**src/rtl/clk_div_pkg.sv**
```systemverilog
// Shared definitions for the clock divider controller.
// Latency: none (types, constants and a pure function only).
// Backpressure: not applicable.
//
// Contents: FSM state encoding, select width, default counter width and
// a helper returning the divide ratio N = 2^(sel+1) for a select value.
package clk_div_pkg;

    localparam int SEL_W     = 3;
    localparam int CNT_W_DEF = 8;

    typedef enum logic [1:0] {
        ST_IDLE   = 2'd0,
        ST_RUN    = 2'd1,
        ST_SWITCH = 2'd2,
        ST_STOP   = 2'd3
    } state_t;

    // Divide ratio for a select: N = 2^(sel+1).
    function automatic logic [31:0] div_ratio(input logic [SEL_W-1:0] sel);
        return 32'd1 << (32'(sel) + 32'd1);
    endfunction

endpackage

```
**src/rtl/clk_div_cnt.sv**
```systemverilog
// Divide counter with terminal decode and registered divided clock.
// Latency: clk_en/clk_out are flops computed from next-cycle count and select,
//          so they match the counter in the same cycle. No backpressure.
//
// Ports:
//   clk, rst_n   : clock, async active-low reset
//   i_clr        : load counter with 0 on next edge (priority over i_inc)
//   i_inc        : increment counter (wraps modulo 2^CNT_W)
//   i_sel_nxt    : select that will be in effect next cycle
//   o_clk_en     : high in cycles where cnt[sel:0] is all ones
//   o_clk_out    : cnt[sel] for the current cycle
module clk_div_cnt
    import clk_div_pkg::*;
#(
    parameter int CNT_W = CNT_W_DEF
) (
    input  logic             clk,
    input  logic             rst_n,
    input  logic             i_clr,
    input  logic             i_inc,
    input  logic [SEL_W-1:0] i_sel_nxt,
    output logic             o_clk_en,
    output logic             o_clk_out
);

    logic [CNT_W-1:0] r_cnt;
    logic [CNT_W-1:0] w_cnt_nxt;
    logic [CNT_W-1:0] w_mask;
    logic [CNT_W-1:0] w_shift;
    logic             r_clk_en;
    logic             r_clk_out;

    always_comb begin
        w_cnt_nxt = r_cnt;
        if (i_clr) begin
            w_cnt_nxt = '0;
        end else if (i_inc) begin
            w_cnt_nxt = r_cnt + CNT_W'(1);
        end
    end

    // Mask of the low (sel+1) bits; the select is always < CNT_W here.
    assign w_mask  = CNT_W'(div_ratio(i_sel_nxt) - 32'd1);
    // Shift instead of a variable bit-select so the index width never matters.
    assign w_shift = w_cnt_nxt >> i_sel_nxt;

    always_ff @(posedge clk or negedge rst_n) begin
        if (!rst_n) begin
            r_cnt     <= '0;
            r_clk_en  <= 1'b0;
            r_clk_out <= 1'b0;
        end else begin
            r_cnt     <= w_cnt_nxt;
            r_clk_en  <= ((w_cnt_nxt & w_mask) == w_mask);
            r_clk_out <= w_shift[0];
        end
    end

    assign o_clk_en  = r_clk_en;
    assign o_clk_out = r_clk_out;

endmodule

```
**src/rtl/clk_div_ctrl.sv**
```systemverilog
// Divided-clock controller: FSM, ratio-change handshake and pending select.
// Latency: outputs registered; new ratio applied at the end of a full period.
// Backpressure: cfg_ready drops while a switch or stop is in progress.
//
// Ports:
//   clk, reset (async active-low), run (level: generate / graceful stop)
//   cfg_valid/cfg_sel/cfg_ready : ratio-change request, divide by 2^(sel+1)
//   clk_en (period pulse), clk_out (50% divided clock), cur_sel,
//   busy (switch/stop pending), err (sticky illegal select)
module clk_div_ctrl
    import clk_div_pkg::*;
#(
    parameter int CNT_W = CNT_W_DEF
) (
    input  logic             clk,
    input  logic             reset,
    input  logic             run,
    input  logic             cfg_valid,
    input  logic [SEL_W-1:0] cfg_sel,
    output logic             cfg_ready,
    output logic             clk_en,
    output logic             clk_out,
    output logic [SEL_W-1:0] cur_sel,
    output logic             busy,
    output logic             err
);

    state_t           r_state;
    state_t           w_state_nxt;
    logic [SEL_W-1:0] r_cur_sel;
    logic [SEL_W-1:0] w_sel_nxt;
    logic [SEL_W-1:0] r_pend;
    logic [SEL_W-1:0] w_pend_nxt;
    logic             r_err;
    logic             w_hs;
    logic             w_illegal;
    logic             w_acc;
    logic             w_clr;
    logic             w_inc;
    logic             w_term;

    assign cfg_ready = (r_state == ST_IDLE) || (r_state == ST_RUN);
    assign busy      = (r_state == ST_SWITCH) || (r_state == ST_STOP);

    assign w_hs      = cfg_valid && cfg_ready;
    assign w_illegal = (32'(cfg_sel) >= 32'(CNT_W));
    assign w_acc     = w_hs && !w_illegal;

    // clk_en is registered to equal the terminal decode of the current
    // cycle, so it doubles as "this cycle ends a period".
    assign w_term    = clk_en;

    always_comb begin
        w_state_nxt = r_state;
        w_sel_nxt   = r_cur_sel;
        w_pend_nxt  = r_pend;
        w_clr       = 1'b0;
        w_inc       = 1'b0;
        case (r_state)
            ST_IDLE: begin
                w_clr = 1'b1;
                if (w_acc) begin
                    w_sel_nxt = cfg_sel;
                end
                if (run) begin
                    w_state_nxt = ST_RUN;
                end
            end
            ST_RUN: begin
                w_inc = 1'b1;
                // A legal request wins over run=0; the switch state itself
                // falls back to IDLE if run is low when it completes.
                if (w_acc) begin
                    w_pend_nxt  = cfg_sel;
                    w_state_nxt = ST_SWITCH;
                end else if (!run) begin
                    w_state_nxt = ST_STOP;
                end
            end
            ST_SWITCH: begin
                if (w_term) begin
                    w_clr       = 1'b1;
                    w_sel_nxt   = r_pend;
                    w_state_nxt = run ? ST_RUN : ST_IDLE;
                end else begin
                    w_inc = 1'b1;
                end
            end
            ST_STOP: begin
                // run returning high does not abort the stop.
                if (w_term) begin
                    w_clr       = 1'b1;
                    w_state_nxt = ST_IDLE;
                end else begin
                    w_inc = 1'b1;
                end
            end
            default: begin
                w_clr       = 1'b1;
                w_state_nxt = ST_IDLE;
            end
        endcase
    end

    always_ff @(posedge clk or negedge reset) begin
        if (!reset) begin
            r_state   <= ST_IDLE;
            r_cur_sel <= '0;
            r_pend    <= '0;
            r_err     <= 1'b0;
        end else begin
            r_state   <= w_state_nxt;
            r_cur_sel <= w_sel_nxt;
            r_pend    <= w_pend_nxt;
            if (w_hs && w_illegal) begin
                r_err <= 1'b1;
            end
        end
    end

    assign cur_sel = r_cur_sel;
    assign err     = r_err;

    clk_div_cnt #(
        .CNT_W (CNT_W)
    ) u_cnt (
        .clk       (clk),
        .rst_n     (reset),
        .i_clr     (w_clr),
        .i_inc     (w_inc),
        .i_sel_nxt (w_sel_nxt),
        .o_clk_en  (clk_en),
        .o_clk_out (clk_out)
    );

endmodule
```
**config.mk**
```make
export PLATFORM = sky130hd
export DESIGN_NAME = clk_div_ctrl
export DESIGN_NICKNAME = d
export VERILOG_FILES = /design/src/rtl/clk_div_pkg.sv /design/src/rtl/clk_div_cnt.sv /design/src/rtl/clk_div_ctrl.sv
export SDC_FILE = /design/constraint.sdc
export NUM_CORES = 1
export LEC_CHECK = 0
export ABC_AREA = 0
export ABC_CLOCK_PERIOD_IN_PS = 5800
export BUFFER_PORTS_ARGS = -buffer_cell sky130_fd_sc_hd__buf_2
export CAP_MARGIN = 10
export CORE_MARGIN = 2
export CORE_UTILIZATION = 40
export CTS_BUF_LIST = sky130_fd_sc_hd__clkbuf_8 sky130_fd_sc_hd__clkbuf_16
export DETAILED_ROUTE_END_ITERATION = 8
export GPL_ROUTABILITY_DRIVEN = 1
export HOLD_SLACK_MARGIN = 0.02
export PLACE_DENSITY = 0.7
export SLEW_MARGIN = 0
export SYNTH_ARGS = -nofsm -noshare
export SYNTH_HDL_FRONTEND = slang
export SYNTH_SLANG_ARGS = --single-unit
```
**constraint.sdc**
```tcl
create_clock -name clk -period 5.8 [get_ports clk]
set_clock_uncertainty 0.1 [all_clocks]
set_input_delay 1.45 -clock clk [delete_from_list [all_inputs] [get_ports clk]]
set_output_delay 1.45 -clock clk [all_outputs]
set_load 0.005 [all_outputs]
```
After elaboration in Yosys (flattened, before gate mapping)
Index checks and enable logic that the tools add are counted.

$add $sub $neg: 3. $mul: 0. Divide/modulo/power cells: 0. Magnitude comparators: 0. Equality and inequality tests: 8. Shift operators: 2. Multiplexer cells: 16. Bitwise gates (word level): 1. Reductions and logical operators: 7.

Operator list (count): << shifter 1 x 32 -> 8 bit (first input constant) (1); two-way mux 8 bit (2); two-way mux 2 bit (5); adder 8 x 1 -> 8 bit (second input constant) (1); AND 8 bit (1); equality test 8 bit (1); one-hot mux 2 bit (4 select lines) (1); >> shifter 8 x 3 -> 1 bit (1); subtractor 8 x 1 -> 8 bit (second input constant) (1); two-way mux 3 bit (2); one-hot mux 3 bit (2 select lines) (1); adder 3 x 1 -> 4 bit (second input constant) (1); equality test 2 bit (second input constant) (2); inequality test 2 x 1 -> 1 bit (second input constant) (2); one-hot mux 1 bit (2 select lines) (2); AND reduction 4 bit (1); two-way mux 1 bit (3); inequality test 3 bit (second input constant) (1); equality test 2 x 1 -> 1 bit (second input constant) (1); logical NOT 2 bit (1); logical OR 1 bit (2); inequality test 2 bit (second input constant) (1); AND reduction 2 bit (1); OR reduction 2 bit (1); logical AND 1 bit (1).

Register bits after elaboration: 18. Latch bits: 0. Memory bits (writable): 0. ROM bits: 0. Input port bits: 7. Output and inout bits: 8. Logic and storage cells: 43. Memories kept: 0.

Logic depth before layout (Yosys ltp)
Depth after elaboration: 10. Depth in mapped cells: 12. Gate-level depth less buffers: 10.

Cells and area by module
A second synthesis with hierarchy kept.

Cell total of the unflattened synthesis: 124. Area, all modules: 1179.9 µm².

Modules (own cells, without submodules): clk_div_cnt (instances 1, cells an instance 84, area each 732.0 µm², sequential area each 250.2 µm²); clk_div_ctrl (instances 1, cells an instance 40, area each 447.9 µm², sequential area each 200.2 µm²).

Least setup slack after synthesis
OpenSTA, ideal clock, no wires.

Path kind: in2reg. Start point: in cfg_valid. End point: reg u_cnt.r_clk_en (netlist: u_cnt.o_clk_en). Setup time: 0.121 ns. Arrival time: 2.984 ns. Data required time: 5.579 ns. Path slack: 2.595 ns. Stages: 10. Buffers on the path: 1. Cells stage by stage: nand2b_1 a2bb2oi_1 o22a_1 buf_4 nor2_1 nand2_1 ha_1 nor4b_1 o31ai_1 and4b_1.

Word-level cells in the longest chain between the ends: 8.

RTL lines: start: declaration (line clk_div_ctrl.sv:18) `input logic cfg_valid,`; logical AND 1 bit (*) (line clk_div_ctrl.sv:45) `assign w_hs = cfg_valid && cfg_ready;`; two-way mux 3 bit (*) (line clk_div_ctrl.sv:62) `if (w_acc) begin`; one-hot mux 3 bit (2 select lines) (*) (line clk_div_ctrl.sv:59) `case (r_state)`; net u_cnt.i_sel_nxt[0] (line clk_div_cnt.sv:21) `input logic [SEL_W-1:0] i_sel_nxt,`; adder 3 x 1 -> 4 bit (*) (line clk_div_pkg.sv:21) `return 32'd1 << (32'(sel) + 32'd1);`; << shifter 1 x 32 -> 8 bit (*) (line clk_div_pkg.sv:21); subtractor 8 x 1 -> 8 bit (*) (line clk_div_cnt.sv:43) `assign w_mask = CNT_W'(div_ratio(i_sel_nxt) - 32'd1);`; AND 8 bit (line clk_div_cnt.sv:54) `r_clk_en <= ((w_cnt_nxt & w_mask) == w_mask);`; equality test 8 bit (*) (line clk_div_cnt.sv:54); end signal: assignment (line clk_div_cnt.sv:54); end: declaration (line clk_div_cnt.sv:30) `logic r_clk_en;`.

Mark *: on every way through the listed nets, which the timed path passes. The rest lies on a longest branch. A chain may end at the register's enable or synchronous reset.

Worst setup path after layout
Start point: in cfg_valid. End point: reg u_cnt.r_clk_en (netlist: u_cnt.o_clk_en).

Word-level cells in the longest chain between the ends: 8.

RTL lines (line): logical AND 1 bit (*) (clk_div_ctrl.sv:45); two-way mux 3 bit (*) (clk_div_ctrl.sv:62); one-hot mux 3 bit (2 select lines) (*) (clk_div_ctrl.sv:59); adder 3 x 1 -> 4 bit (*) (clk_div_pkg.sv:21); << shifter 1 x 32 -> 8 bit (*) (clk_div_pkg.sv:21); subtractor 8 x 1 -> 8 bit (*) (clk_div_cnt.sv:43); AND 8 bit (clk_div_cnt.sv:54); equality test 8 bit (*) (clk_div_cnt.sv:54).

Mark *: on every way between the ends. The rest lies on a longest branch, timed or not.

==> impl_metrics.xml <==
<?xml version="1.0" encoding="UTF-8"?>
<metrics>
  <group name="worst_hold_path">
    <metric name="hold_path_depth" unit="">1</metric>
    <metric name="worstHoldEndpoint" unit="">r_pend[2]</metric>
    <metric name="worst_hold_path_type" unit="">flip-flop to flip-flop</metric>
    <metric name="worst_hold_startpoint" unit="">r_pend[2]</metric>
  </group>
  <group name="synthesis">
    <metric name="synth.ff_latch_count" unit="">18</metric>
    <metric name="yosys-top-cells-count" unit="">sky130_fd_sc_hd__dfrtp_1 (18), sky130_fd_sc_hd__nor2_1 (8), sky130_fd_sc_hd__mux2i_1 (7), sky130_fd_sc_hd__nand3_1 (7), sky130_fd_sc_hd__nand2_1 (6)</metric>
    <metric name="ys.warnings.count" unit="">0</metric>
    <metric name="count_of_flip_flops_with_a_built_in_enable_after_synthesis" unit="">0</metric>
    <metric name="synth_area_leaders" unit="">sky130_fd_sc_hd__dfrtp_1 (40%), sky130_fd_sc_hd__mux2i_1 (6.3%), sky130_fd_sc_hd__mux2_2 (5.0%), sky130_fd_sc_hd__ha_1 (3.4%), sky130_fd_sc_hd__nand3_1 (3.1%)</metric>
    <metric name="synthArstFlopShare" unit="">1.00</metric>
    <metric name="yosys_top_cell_area_share" unit="">0.402</metric>
    <metric name="post_syn_area" unit="mm2">0.00112</metric>
    <metric name="synth-seq-area-share" unit="">0.402</metric>
    <metric name="yosys.cell_count.top_type" unit="">sky130_fd_sc_hd__dfrtp_1</metric>
    <metric name="syn-instance-count" unit="">109</metric>
    <metric name="synth_area_per_cell" unit="um2">10.3</metric>
    <metric name="synth_flop_cell" unit="">sky130_fd_sc_hd__dfrtp_1</metric>
    <metric name="syn-num-nets" unit="">119</metric>
    <metric name="synth_area_leader_cell" unit="">sky130_fd_sc_hd__dfrtp_1</metric>
    <metric name="yosys_cell_types" unit="">42</metric>
  </group>
  <group name="power">
    <metric name="p_sw_frac" unit="">0.414</metric>
    <metric name="fin_total_pwr" unit="uW">629</metric>
    <metric name="p_seq_frac" unit="">0.353</metric>
    <metric name="irDropWorstVdd" unit="mV">0.373</metric>
    <metric name="internal_power_of_the_cells" unit="uW">368</metric>
    <metric name="p_per_area" unit="mW/mm2">515</metric>
    <metric name="power.clock.fraction" unit="">0.138</metric>
    <metric name="switching_power" unit="uW">261</metric>
    <metric name="static-leakage-power" unit="nW">0.546</metric>
    <metric name="comb_power_share" unit="">0.509</metric>
  </group>
  <group name="detailed_routing">
    <metric name="final_wirelength" unit="mm">2.08</metric>
    <metric name="detailroute.via_count" unit="">847</metric>
    <metric name="ant_nets" unit="">0</metric>
    <metric name="drcViolationCount" unit="">0</metric>
    <metric name="post_drt_wl_per_cell" unit="um">13.8</metric>
    <metric name="dr.first_iter.drc_count" unit="">12</metric>
    <metric name="first_pass_iters" unit="">4</metric>
    <metric name="post_drt_via_cell_ratio" unit="">5.61</metric>
  </group>
  <group name="timing">
    <metric name="unrepaired_setup_endpoints_after_global_routing" unit="">no</metric>
    <metric name="finalHoldViolations" unit="">0</metric>
    <metric name="setup_tns" unit="ns">0</metric>
    <metric name="drv_slew" unit="">0</metric>
    <metric name="fmax" unit="MHz">308</metric>
    <metric name="setup_viol" unit="">0</metric>
    <metric name="finalCritPeriodShare" unit="">0.560</metric>
    <metric name="holdWs" unit="ns">0.413</metric>
    <metric name="postLayoutSetupSlackWorst" unit="ns">2.55</metric>
    <metric name="final.min_clock_period" unit="ns">3.25</metric>
  </group>
  <group name="critical_path">
    <metric name="critPathRequiredTime" unit="ns">5.84</metric>
    <metric name="critical-path-max-stage-delay" unit="ns">0.32</metric>
    <metric name="worst-r2r-cell-count" unit="">9</metric>
    <metric name="r2r_end" unit="">u_cnt.o_clk_en</metric>
    <metric name="crit_path_cell_trace" unit="">buf_2 -&gt; nand2b_1 -&gt; a2bb2oi_1 -&gt; o22a_1 -&gt; nor2_1 -&gt; nand2_1 -&gt; ha_1 -&gt; nor4b_1 -&gt; o31ai_1 -&gt; and4b_1</metric>
    <metric name="criticalPathCategory" unit="">primary input to flip-flop</metric>
    <metric name="timing.critical_path.slowest_stage_cell" unit="">sky130_fd_sc_hd__o22a_1</metric>
    <metric name="reg2reg_setup_slack" unit="ns">3.30</metric>
    <metric name="path_max_fanout" unit="">10</metric>
    <metric name="cp-start-kind" unit="">primary input</metric>
    <metric name="critPathArrivalTime" unit="ns">3.29</metric>
    <metric name="kind_of_capture_point_of_the_worst_setup_path" unit="">flip-flop</metric>
    <metric name="critical_path.reg2reg.startpoint" unit="">r_state[1]</metric>
  </group>
  <group name="place">
    <metric name="place.detailed.hpwl" unit="mm">1.63</metric>
    <metric name="cell_count_post_placement" unit="">148</metric>
    <metric name="gp_congestion" unit="">0.894</metric>
    <metric name="pre_cts_ws" unit="ns">2.29</metric>
    <metric name="io_buffer_count" unit="">13</metric>
  </group>
  <group name="floorplan">
    <metric name="floorplan.initialDensity" unit="">0.413</metric>
    <metric name="dieArea" unit="mm2">0.00324</metric>
    <metric name="fp.coreArea" unit="mm2">0.00271</metric>
    <metric name="die_y" unit="um">56.9</metric>
    <metric name="die_w" unit="um">56.9</metric>
    <metric name="placement_rows" unit="">19</metric>
    <metric name="ios" unit="">15</metric>
  </group>
  <group name="outcome">
    <metric name="status" unit="">finished, final reports clean</metric>
  </group>
  <group name="grt">
    <metric name="gr-usage-all-layers" unit="">0.137</metric>
    <metric name="grt_first_pass_wirelength" unit="mm">3.52</metric>
    <metric name="antenna_found_initial" unit="">0</metric>
    <metric name="first_global_vias" unit="">770</metric>
    <metric name="grt_remaining_overflow" unit="">0</metric>
    <metric name="pin_count_of_the_biggest_net_entering_global_routing" unit="">19</metric>
  </group>
  <group name="layout">
    <metric name="n_fill_cell" unit="">269</metric>
    <metric name="instances_no_fill" unit="">151</metric>
    <metric name="flow.area_growth_from_synthesis" unit="%">9.05</metric>
    <metric name="drive_gt1_frac" unit="">0.258</metric>
    <metric name="final_nets" unit="">132</metric>
    <metric name="n_antenna_cell" unit="">0</metric>
  </group>
  <group name="clock_tree">
    <metric name="htree_num_levels" unit="">1</metric>
    <metric name="tritoncts_clock_tree" unit="">built</metric>
    <metric name="worstSkewPairLatency" unit="ns">0.25</metric>
    <metric name="clkSinkCount" unit="">18</metric>
    <metric name="cts_inserted_buffers" unit="">3</metric>
    <metric name="max-clock-path-buffers" unit="">2</metric>
    <metric name="cts_resized" unit="">0</metric>
    <metric name="clockRootBuffer" unit="">sky130_fd_sc_hd__clkbuf_8</metric>
    <metric name="number_of_buffers_inserted_for_hold_repair_after_clock_tree_synthesis" unit="">0</metric>
    <metric name="cts.repair_timing.setup_buffer_count" unit="">0</metric>
    <metric name="cts.reportedPaths.clkPinSlew" unit="ns">0.07</metric>
  </group>
  <group name="flow_run">
    <metric name="maxCapViolations" unit="">0</metric>
  </group>
</metrics>
-- worst max-delay path: cells and delay by family --
| kind | cells | cell delay [ns] |
|---|---|---|
| buffers and inverters | 1 | 0.13 |
| AOI/OAI and AO/OA | 3 | 0.59 |
| and+or+nand+nor | 5 | 0.87 |
| adders and majority gates | 1 | 0.25 |
-- registers in the layout, summed over array words and instances, names as in the netlist --
signal / cells
u_cnt.o_clk_out: 1
cur_sel: 3
u_cnt.o_clk_en: 1
u_cnt.r_cnt: 8
r_pend: 3
r_state: 2
-- layout make-up --
type                       instances  area, um2  area share
sequential                        18        450       0.369
clock buffer                       3       41.3      0.0338
inverter                           6       22.5      0.0184
timing repair buffer              13       65.1      0.0533
multi-input combinational         80        603       0.494
tap                               31       38.8      0.0318
-- worst max-delay path by stage --
stage	cells past startpoint	start	end
2_1_floorplan	10	cfg_valid	u_cnt.o_clk_en
3_3_place_gp	10	cfg_valid	u_cnt.o_clk_en
3_5_place_dp	10	cfg_valid	u_cnt.o_clk_en
4_1_cts	10	cfg_valid	u_cnt.o_clk_en
5_1_grt	10	cfg_valid	u_cnt.o_clk_en
6_report	10	cfg_valid	u_cnt.o_clk_en
-- power by group through the flow --
stage	clock network [mW]	registers, mW	logic (mW)
floorplan	0	0.205	0.292
global placement	0	0.221	0.315
detailed placement	0	0.223	0.322
CTS	0.0873	0.221	0.323
global route	0.0938	0.229	0.356
finish	0.0866	0.222	0.320
-- cells by family (layout without fill, tap and decap cells) --
kind of cell / after synthesis / count (layout) / synth area share
and+or+nand+nor: 36 / 36 / 0.184
muxes: 12 / 12 / 0.113
other: 2 / 2 / 0.00671
xor gates and xnor gates: 3 / 3 / 0.0235
adders and majority gates: 3 / 3 / 0.0335
AOI/OAI and AO/OA: 24 / 24 / 0.178
DFF: 18 / 18 / 0.402
buffers and inverters: 11 / 22 / 0.0592
-- layout by cell type, fill, tap and decap left out, types with 2 or more instances in the layout --
cell type / netlist / layout
sky130_fd_sc_hd__nand2b_1: 2 / 2
sky130_fd_sc_hd__conb_1: 2 / 2
sky130_fd_sc_hd__inv_1: 3 / 3
sky130_fd_sc_hd__buf_2: 1 / 13
sky130_fd_sc_hd__o21ai_0: 5 / 5
sky130_fd_sc_hd__or3_1: 2 / 2
sky130_fd_sc_hd__ha_1: 3 / 3
sky130_fd_sc_hd__mux2i_1: 7 / 7
sky130_fd_sc_hd__mux2_2: 5 / 5
sky130_fd_sc_hd__nor2_1: 8 / 8
sky130_fd_sc_hd__nor4b_1: 2 / 2
sky130_fd_sc_hd__a21o_1: 2 / 2
sky130_fd_sc_hd__clkbuf_8: 0 / 3
sky130_fd_sc_hd__xor2_1: 2 / 2
sky130_fd_sc_hd__o31ai_1: 4 / 4
sky130_fd_sc_hd__dfrtp_1: 18 / 18
sky130_fd_sc_hd__nand2_1: 6 / 6
sky130_fd_sc_hd__nand3_1: 7 / 7
sky130_fd_sc_hd__inv_2: 3 / 3
sky130_fd_sc_hd__a21oi_1: 2 / 2
sky130_fd_sc_hd__a2bb2oi_1: 2 / 2
-- metal layers --
layer / global-route usage / up-vias / wire length [um]
li1: - / 416 / -
met1: 0.196 / 419 / 1050
met2: 0.207 / 10 / 990
met3: 0.0207 / 2 / 25
met4: 0.0598 / 0 / 14
met5: 0 / - / 0
-- through the flow --
| stage | utilization | cell area, um2 |
|---|---|---|
| finish | 0.451 | 1220 |
| CTS | 0.451 | 1220 |
| global placement | 0.435 | 1180 |
| global route | 0.451 | 1220 |
| detailed placement | 0.435 | 1180 |
| floorplan | - | 1120 |
Note: power is estimated with default switching activity, not from simulation.
